[config.mk]
export PLATFORM = sky130hd
export DESIGN_NAME = bch_syndrome_count_flat
export DESIGN_NICKNAME = d
export VERILOG_FILES = /design/src/rtl/bch_syndrome_count_if.sv /design/src/rtl/bch_syndrome_count.sv /design/src/flat_wrapper.sv
export SDC_FILE = /design/constraint.sdc
export NUM_CORES = 1
export LEC_CHECK = 0
export ABC_CLOCK_PERIOD_IN_PS = 2460
export CORE_ASPECT_RATIO = 0.75
export CORE_MARGIN = 2
export CORE_UTILIZATION = 51
export DETAILED_ROUTE_END_ITERATION = 8
export HOLD_SLACK_MARGIN = 0.1
export PLACE_DENSITY_LB_ADDON = 0.3
export SYNTH_ARGS = -nofsm -noshare
export SYNTH_HDL_FRONTEND = slang
export SYNTH_SLANG_ARGS = --single-unit
[constraint.sdc]
create_clock -name iclk -period 2.46 [get_ports iclk]
set_input_delay 0.492 -clock iclk [delete_from_list [all_inputs] [get_ports iclk]]
set_output_delay 0.492 -clock iclk [all_outputs]
set_load 0.02 [all_outputs]
[src/rtl/bch_syndrome_count_if.sv]
// Codeword word stream in, syndrome vector plus flags out, for bch_syndrome_count.
interface bch_syndrome_count_if #(
  parameter int unsigned pDAT_W = 4,
  parameter int unsigned pSYN_W = 8
);
  logic              ival;
  logic              isop;
  logic              ieop;
  logic [pDAT_W-1:0] idat;
  logic              oval;
  logic [pSYN_W-1:0] osyndrome;
  logic              oerr;
  logic              olen_err;

  modport master (
    output ival, isop, ieop, idat,
    input  oval, osyndrome, oerr, olen_err
  );

  modport slave (
    input  ival, isop, ieop, idat,
    output oval, osyndrome, oerr, olen_err
  );
endinterface

[src/rtl/bch_syndrome_count.sv]
// Word-serial BCH syndrome accumulator: t odd-syndrome Horner slices, one strobe per codeword.
// Optional BCH_SYNDROME_COUNT_EVEN_EN adds S2..S2t by squaring in one extra register stage.
module bch_syndrome_count #(
  parameter int unsigned m      = 4,
  parameter int unsigned irrpol = 19,
  parameter int unsigned n      = 15,
  parameter int unsigned t      = 2,
  parameter int unsigned pDAT_W = 4
) (
  input  logic                 iclk,
  input  logic                 ireset,
  input  logic                 iclkena,
  bch_syndrome_count_if.slave  bus
);

  localparam int unsigned W     = (n + pDAT_W - 1) / pDAT_W;
  localparam int unsigned R     = n % pDAT_W;
  localparam int unsigned CNT_W = $clog2(W + 1);
`ifdef BCH_SYNDROME_COUNT_EVEN_EN
  localparam int unsigned NSYN  = 2 * t;
`else
  localparam int unsigned NSYN  = t;
`endif
  localparam logic [pDAT_W-1:0] LAST_MASK =
    (R != 0) ? pDAT_W'((1 << R) - 1) : {pDAT_W{1'b1}};

  // GF(2^m) product, shift-and-add with reduction by irrpol
  function automatic logic [m-1:0] gf_mul(input logic [m-1:0] a, input logic [m-1:0] b);
    logic [m-1:0] p;
    logic [m-1:0] x;
    p = '0;
    x = a;
    for (int unsigned k = 0; k < m; k++) begin
      if (b[k]) p = p ^ x;
      x = x[m-1] ? ({x[m-2:0], 1'b0} ^ m'(irrpol)) : {x[m-2:0], 1'b0};
    end
    return p;
  endfunction

  function automatic logic [m-1:0] alpha_pow(input int unsigned e);
    logic [m-1:0] r;
    r = m'(1);
    for (int unsigned k = 0; k < e; k++) r = gf_mul(r, m'(2));
    return r;
  endfunction

  typedef enum logic {S_IDLE, S_ACC} state_t;

  state_t                 state;
  state_t                 state_nxt;
  logic                   accept;
  logic                   done;
  logic                   isop_word;
  logic [CNT_W-1:0]       wcnt;
  logic [CNT_W-1:0]       widx;
  logic [pDAT_W-1:0]      mask;
  logic [m-1:0]           alpha [t];
  logic [m-1:0]           slice_acc;
  logic [t-1:0][m-1:0]    sreg;
  logic [t-1:0][m-1:0]    snext;

  logic                   p_val;
  logic [t*m-1:0]         p_syn;
  logic                   p_err;
  logic                   p_len;

  for (genvar gi = 0; gi < t; gi++) begin : g_alpha
    localparam logic [m-1:0] ALPHA = alpha_pow(2 * gi + 1);
    assign alpha[gi] = ALPHA;
  end

  assign isop_word = bus.ival & bus.isop;

  // state register
  always_ff @(posedge iclk) begin
    if (ireset)       state <= S_IDLE;
    else if (iclkena) state <= state_nxt;
  end

  // next state
  always_comb begin
    state_nxt = state;
    case (state)
      S_IDLE:  if (bus.ival && bus.isop && !bus.ieop) state_nxt = S_ACC;
      S_ACC:   if (bus.ival && bus.ieop)              state_nxt = S_IDLE;
      default: state_nxt = S_IDLE;
    endcase
  end

  // word acceptance and end-of-codeword decode
  always_comb begin
    accept = 1'b0;
    done   = 1'b0;
    case (state)
      S_IDLE: begin
        accept = bus.ival & bus.isop;
        done   = bus.ival & bus.isop & bus.ieop;
      end
      S_ACC: begin
        accept = bus.ival;
        done   = bus.ival & bus.ieop;
      end
      default: ;
    endcase
  end

  // an isop word is word 0 regardless of the counter; past W-1 nothing is folded in
  always_comb begin
    widx = isop_word ? '0 : wcnt;
    if (widx == CNT_W'(W - 1))   mask = LAST_MASK;
    else if (widx >= CNT_W'(W))  mask = '0;
    else                         mask = '1;
  end

  // Horner step per valid bit; an isop word starts from a zero state
  always_comb begin
    slice_acc = '0;
    snext     = '0;
    for (int unsigned i = 0; i < t; i++) begin
      slice_acc = isop_word ? '0 : sreg[i];
      for (int unsigned b = 0; b < pDAT_W; b++) begin
        if (mask[b]) slice_acc = gf_mul(slice_acc, alpha[i]) ^ m'(bus.idat[b]);
      end
      snext[i] = slice_acc;
    end
  end

  always_ff @(posedge iclk) begin
    if (ireset) begin
      wcnt <= '0;
      sreg <= '0;
    end else if (iclkena && accept) begin
      wcnt <= (widx >= CNT_W'(W)) ? CNT_W'(W) : widx + CNT_W'(1);
      sreg <= snext;
    end
  end

  // first output stage: captures the final slice values on the eop word
  always_ff @(posedge iclk) begin
    if (ireset) begin
      p_val <= 1'b0;
      p_syn <= '0;
      p_err <= 1'b0;
      p_len <= 1'b0;
    end else if (iclkena) begin
      p_val <= done;
      if (done) begin
        p_syn <= snext;
        p_err <= |snext;
        p_len <= (widx != CNT_W'(W - 1));
      end
    end
  end

`ifdef BCH_SYNDROME_COUNT_EVEN_EN
  logic [NSYN*m-1:0] full_c;
  logic [m-1:0]      sq_v;
  int unsigned       odd_k;
  int unsigned       nsq;
  logic              q_val;
  logic [NSYN*m-1:0] q_syn;
  logic              q_err;
  logic              q_len;

  // S(k) with k = o*2^j equals S(o) squared j times
  always_comb begin
    full_c = '0;
    sq_v   = '0;
    odd_k  = 0;
    nsq    = 0;
    for (int unsigned k = 1; k <= NSYN; k++) begin
      odd_k = k;
      nsq   = 0;
      for (int unsigned j = 0; j < 8; j++) begin
        if (odd_k % 2 == 0) begin
          odd_k = odd_k / 2;
          nsq   = nsq + 1;
        end
      end
      sq_v = p_syn[((odd_k - 1) / 2) * m +: m];
      for (int unsigned j = 0; j < 8; j++) begin
        if (j < nsq) sq_v = gf_mul(sq_v, sq_v);
      end
      full_c[(k - 1) * m +: m] = sq_v;
    end
  end

  always_ff @(posedge iclk) begin
    if (ireset) begin
      q_val <= 1'b0;
      q_syn <= '0;
      q_err <= 1'b0;
      q_len <= 1'b0;
    end else if (iclkena) begin
      q_val <= p_val;
      if (p_val) begin
        q_syn <= full_c;
        q_err <= |full_c;
        q_len <= p_len;
      end
    end
  end

  assign bus.oval      = q_val;
  assign bus.osyndrome = q_syn;
  assign bus.oerr      = q_err;
  assign bus.olen_err  = q_len;
`else
  assign bus.oval      = p_val;
  assign bus.osyndrome = p_syn;
  assign bus.oerr      = p_err;
  assign bus.olen_err  = p_len;
`endif

endmodule
[src/flat_wrapper.sv]
// flat-port wrapper written by rule: the top's interface ports become plain ports
module bch_syndrome_count_flat 
#(
  parameter int unsigned m      = 4,
  parameter int unsigned irrpol = 19,
  parameter int unsigned n      = 15,
  parameter int unsigned t      = 2,
  parameter int unsigned pDAT_W = 4
)
  (iclk, ireset, iclkena, bus_ival, bus_isop, bus_ieop, bus_idat, bus_oval, bus_osyndrome, bus_oerr, bus_olen_err);
  bch_syndrome_count_if #(.pDAT_W(pDAT_W)) bus_i ();
  input  logic iclk;
  input  logic ireset;
  input  logic iclkena;
  input wire logic [$bits(bus_i.ival)-1:0] bus_ival;
  input wire logic [$bits(bus_i.isop)-1:0] bus_isop;
  input wire logic [$bits(bus_i.ieop)-1:0] bus_ieop;
  input wire logic [$bits(bus_i.idat)-1:0] bus_idat;
  output wire logic [$bits(bus_i.oval)-1:0] bus_oval;
  output wire logic [$bits(bus_i.osyndrome)-1:0] bus_osyndrome;
  output wire logic [$bits(bus_i.oerr)-1:0] bus_oerr;
  output wire logic [$bits(bus_i.olen_err)-1:0] bus_olen_err;
  assign bus_i.ival = bus_ival;
  assign bus_i.isop = bus_isop;
  assign bus_i.ieop = bus_ieop;
  assign bus_i.idat = bus_idat;
  assign bus_oval = bus_i.oval;
  assign bus_osyndrome = bus_i.osyndrome;
  assign bus_oerr = bus_i.oerr;
  assign bus_olen_err = bus_i.olen_err;
  bch_syndrome_count #(.m(m), .irrpol(irrpol), .n(n), .t(t), .pDAT_W(pDAT_W)) u_core (.iclk(iclk), .ireset(ireset), .iclkena(iclkena), .bus(bus_i));
endmodule
==> Yosys cells after proc, flatten, opt, wreduce, memory -nomap -nowiden <==
Cells that the tools add are included.
{ "word_totals": {"out_inout_bits": 11, "input_bits": 10, "reg_bits": 23, "wordCells": 106} }
{ "classes": {"n_bitwise": 36, "order_cmp": 1, "n_reduce_logical": 7, "eq_ne": 2, "addsub": 1, "n_mux": 51} }
{ "op_table": {"columns": ["op", "count"], "rows": [
  ["4-bit 2-to-1 mux", 28],
  ["2-bit 2-to-1 mux", 16],
  ["2-bit NOT", 16],
  ["4-bit by 1-bit bitwise XOR with 4-bit output", 8],
  ["4-bit bitwise XOR", 8],
  ["8-bit OR reduction", 1],
  ["3-bit 2-to-1 mux", 2],
  ["1-bit one-hot mux with 2 select lines", 3],
  ["1-bit logical AND", 4],
  ["3-bit by 1-bit adder with 3-bit output, second input constant", 1],
  ["1-bit AND", 3],
  ["3-bit by 2-bit == test with 1-bit output, second input constant", 1],
  ["3-bit >= comparator, second input constant", 1],
  ["3-bit by 2-bit inequality test with 1-bit output, second input constant", 1],
  ["1-bit 2-to-1 mux", 2],
  ["2-bit AND reduction", 1],
  ["1-bit zero test", 1],
  ["1-bit NOT", 1]
]} }

==> Depth between registers and ports, before layout <==
{ "depth": {"depth_word": 43, "depth_mapped": 12, "ltp_nobuf": 9} }

==> Worst setup path before layout <==
No wires, ideal clock.
{ "synth_timing": {"kind": "input to register", "start": "in bus_isop", "end": "reg u_core.p_err (netlist: u_core.bus.oerr)", "required_ns": 2.369, "arrival_time_ns": 2.505, "path_slack_ns": -0.136, "stages": 12, "path_buffers": 3, "setup_ns": 0.091, "cell_sequence": "clkbuf_1 > nand2_1 > clkbuf_1 > and2_1 > ha_1 > clkbuf_2 > inv_1 > nor3_1 > a311oi_1 > o31ai_1 > nor4b_2 > a311oi_1"} }
{ "synth_between": {"elab_chain_cells": 28, "elab_cells_between_ends": 76, "cone_classes": "order compare: 1; eq/ne: 1; mux: 38; bitwise: 34; reduce/logical: 2"} }
{ "synth_lines": {"columns": ["element", "line", "rtl"], "rows": [
  ["start: declaration", "flat_wrapper.sv:16", "input wire logic [$bits(bus_i.isop)-1:0] bus_isop;"],
  ["1-bit AND *", "bch_syndrome_count.sv:72, bch_syndrome_count.sv:97", null],
  ["branches (longest 27 deep; another with 3-bit >= comparator)", null, null],
  ["end signal: assignment", "bch_syndrome_count.sv:149", "p_err <= |snext;"],
  ["end: declaration", "bch_syndrome_count.sv:64", "logic p_err;"]
]} }
Mark *: on every way between the ends. The select of a mux whose other input is x is not followed.
A chain may end at the register's enable or synchronous reset.

==> Worst setup path after layout <==
{ "layout_timing": {"start": "in bus_ival", "end": "reg u_core.sreg[7] (netlist name)"} }
{ "layout_between": {"elab_chain_cells": 27, "elab_cells_between_ends": 41, "cone_classes": "order compare: 1; eq/ne: 1; mux: 22; bitwise: 16; reduce/logical: 1"} }
{ "layout_lines": {"columns": ["element", "line", "rtl"], "rows": [
  ["start: declaration", "flat_wrapper.sv:15", "input wire logic [$bits(bus_i.ival)-1:0] bus_ival;"],
  ["1-bit AND", "bch_syndrome_count.sv:72, bch_syndrome_count.sv:96", null],
  ["4-bit 2-to-1 mux", "bch_syndrome_count.sv:120", "slice_acc = isop_word ? '0 : sreg[i];"],
  ["2-bit 2-to-1 mux", "bch_syndrome_count.sv:35", "x = x[m-1] ? ({x[m-2:0], 1'b0} ^ m'(irrpol)) : {x[m-2:0], 1'b0};"],
  ["2-bit NOT (no source line)", null, null],
  ["2-bit 2-to-1 mux", "bch_syndrome_count.sv:35", null],
  ["4-bit bitwise XOR", "bch_syndrome_count.sv:34", "if (b[k]) p = p ^ x;"],
  ["4-bit 2-to-1 mux", "bch_syndrome_count.sv:122", "if (mask[b]) slice_acc = gf_mul(slice_acc, alpha[i]) ^ m'(bus.idat[b]);"],
  ["4-bit by 1-bit bitwise XOR with 4-bit output", "bch_syndrome_count.sv:122", null],
  ["[11 not listed]", null, null],
  ["4-bit by 1-bit bitwise XOR with 4-bit output", "bch_syndrome_count.sv:122", null],
  ["4-bit 2-to-1 mux", "bch_syndrome_count.sv:122", null],
  ["2-bit NOT (no source line)", null, null],
  ["2-bit 2-to-1 mux", "bch_syndrome_count.sv:35", null],
  ["4-bit bitwise XOR", "bch_syndrome_count.sv:34", null],
  ["4-bit 2-to-1 mux", "bch_syndrome_count.sv:122", null],
  ["4-bit by 1-bit bitwise XOR with 4-bit output", "bch_syndrome_count.sv:122", null],
  ["4-bit 2-to-1 mux", "bch_syndrome_count.sv:122", null],
  ["end signal: assignment", "bch_syndrome_count.sv:134", "sreg <= snext;"],
  ["end: declaration", "bch_syndrome_count.sv:59", "logic [t-1:0][m-1:0] sreg;"]
]} }
Parallel ways exist; a longest one is shown, timed or not. The select of a mux whose other input is x is not followed.

==> impl_metrics.yaml <==
detailed_routing:
  vias_per_cell: 5.968
  wl_per_cell_um: 15.27
  ant_nets: 0
  routed-via-count: 1874
  wl_um: 4795
  first_pass_iters: 4
  drt_iter0_markers: 140
  drc: 0
timing:
  hold_viol: 0
  slew_headroom_pct: 46.18
  worst_slew_pin_slew_ns: 0.8048
  period_needed_ns: 2.421
  whs_ns: 0.4550
  fmax_mhz: 413.0
  setup_viol: 0
  layout_setup_ws_ns: 0.03855
  final-max-slew-violation-count: 0
  clock_skew_ns: 0.001544
  period_share_pct: 98.43
  fin_setup_tns_ns: 0
grt:
  grt_max_degree: 24
  grt_pass1_vias: 1701
  grt_remaining_overflow: 0
  gr-usage-all-layers_pct: 24.57
  antenna_found_initial: 0
  grt_pass1_wl_um: 7990
synthesis:
  ys_ff_latch: 23
  ys_seq_area_share_pct: 25.52
  postSynthCellCount: 230
  synthDominantCellAreaShare_pct: 25.52
  synth_edf_count: 0
  synth_area_um2: 1804
  synth.area.top_cells: "dfxtp_1 26%, mux2i_1 5.5%, nand2_1 4.8%, nor2_1 4.6%, a21oi_1 4.4%"
  synth_top_area_cell: "dfxtp_1"
  syn_avg_cell_area_um2: 7.844
  ys_types: 52
  ys.flop_type: "dfxtp_1"
  syn_nets: 241
  synthArstFlopShare_pct: 0
  yosysWarningCount: 0
placement:
  hpwlAfterDp_um: 3659
  gp_congestion: 0.8857
  place_ws_ns: -0.2795
  placed_area_um2: 2256
  portBuffers: 20
floorplan:
  pin_count: 21
  die_width_um: 72.68
  initial_utilization_pct: 54.13
  die_y_um: 55.51
  die-area_um2: 4034
  core_um2: 3333
  num_rows: 18
min_path:
  hold_class: "flip-flop to flip-flop"
clock_network:
  numClockSinks: 23
  cts_made_buffers: 3
  cts_buffer_depth: 2
  htreeDepth: 1
  root_buffer: "clkbuf_8"
  cts_tree: "done"
  clk_pin_slew_worst_paths_ns: 0.07
  clock_latency_ns: 0.26
final_layout:
  syn2layout_area_growth_pct: 30.17
  finalInstanceArea_um2: 2349
  layout_common_cells: "42 x buf_4, 23 x nand2_1, 23 x dfxtp_1"
  seq_area_um2: 460.4
  drive_gt1_share_pct: 23.72
  final_common_cell: "buf_4"
  fillers: 267
  antenna_cells: 0
  nNetsFinal: 286
  multi_input_area_um2: 1270
worst_setup_path:
  worstPathArrival_ns: 2.53
  crit_path_end_kind: "flip-flop"
  crit_required_ns: 2.57
  crit_path_start_kind: "input pin"
  critPathKind: "input pin to flip-flop"
  path_max_fanout: 4
power:
  p_leak_uw: 0.0009086
  power.total_uw: 1034
  ir_drop_mv: 0.3466
  power_density_nw_per_um2: 440.1
flow_run:
  cap_violations: 0
run_status:
  outcome: "complete, no violations"
-- metrics by stage --
stage / util, % / instances
floorplan: - / 230
global placement: 67.68 / 310
detailed placement: 67.68 / 310
CTS: 69.37 / 314
global route: 70.46 / 314
finish: 70.46 / 314
-- layer usage --
metal	track usage, %	wire [um]	vias up
li1	-	-	926
met1	36.74	2259	894
met2	38.31	2252	54
met3	4.745	283	0
met4	1.323	0	0
met5	0	0	-
-- state kept, by name, indices dropped and copies added, names as in the netlist --
name and cells:
u_core.bus.oerr 1, u_core.bus.oval 1, u_core.bus.olen_err 1, u_core.sreg 8, u_core.bus.osyndrome 8, u_core.wcnt 3
u_core.state 1
-- final cells by class --
| class | count | share of cell area [%] |
|---|---|---|
| Inverter | 2 | 0.3197 |
| Tap cell | 40 | 2.131 |
| Sequential cell | 23 | 19.61 |
| Multi-Input combinational cell | 183 | 54.08 |
| Clock buffer | 4 | 1.918 |
| Timing Repair Buffer | 62 | 21.95 |
-- synth_stat cells, types with 3 or more instances --
cell type  count
dfxtp_1       23
nand2_1       23
nor2_1        22
a21oi_1       16
clkbuf_1      12
mux2i_1       10
nand3_1        9
a211oi_1       8
nand2b_1       8
o21ai_0        8
nor3_1         7
buf_2          6
xnor2_1        5
a31oi_1        4
nor2b_1        4
o211ai_1       4
a311oi_1       3
and3_1         3
buf_6          3
nand4_1        3
nor3b_1        3
o21a_1         3
o32ai_1        3
or2_2          3
-- final timing paths --
path,start,end,cells past startpoint,slack (ns)
max,bus_ival,u_core.sreg[7]$_SDFFE_PP0P_,9,0.04
min,u_core.bus.osyndrome[1]$_SDFFE_PP0P_,u_core.bus.osyndrome[1]$_SDFFE_PP0P_,2,0.45
max reg2reg,u_core.sreg[5]$_SDFFE_PP0P_,u_core.sreg[7]$_SDFFE_PP0P_,7,0.10
min reg2reg,u_core.bus.osyndrome[1]$_SDFFE_PP0P_,u_core.bus.osyndrome[1]$_SDFFE_PP0P_,2,0.45
-- cells by family (layout without fill, tap and decap cells) --
logic type      Yosys count  in the layout  synth area share [%]
flops                    23             23                 25.52
buf+inv                  24             68                 6.726
mux                      10             10                 5.548
fa+ha+maj                 1              1                0.6934
simple gates             96             96                 27.81
compound gates           64             64                 24.27
xor+xnor                 12             12                 9.432
-- critical path, stage by stage --
cell	delay, ns
clkdlybuf4s50_1	0.46
buf_4	0.16
a211oi_2	0.23
mux2i_1	0.10
a32oi_1	0.23
xor3_1	0.50
buf_4	0.16
nor2_1	0.13
nor3_1	0.06
-- power by group --
part	total, uW	internal (uW)	switching [uW]
clock network	222	115	107
logic	398	209	189
registers	413	388	24.7
total	1030	713	321
-- what timing repair did --
action,in CTS,in global routing
buffers inserted,0,0
gates resized for setup,3,10
hold buffers,0,0
endpoints found under the setup margin,1,9
No activity file was read; power rests on OpenSTA's default activity.
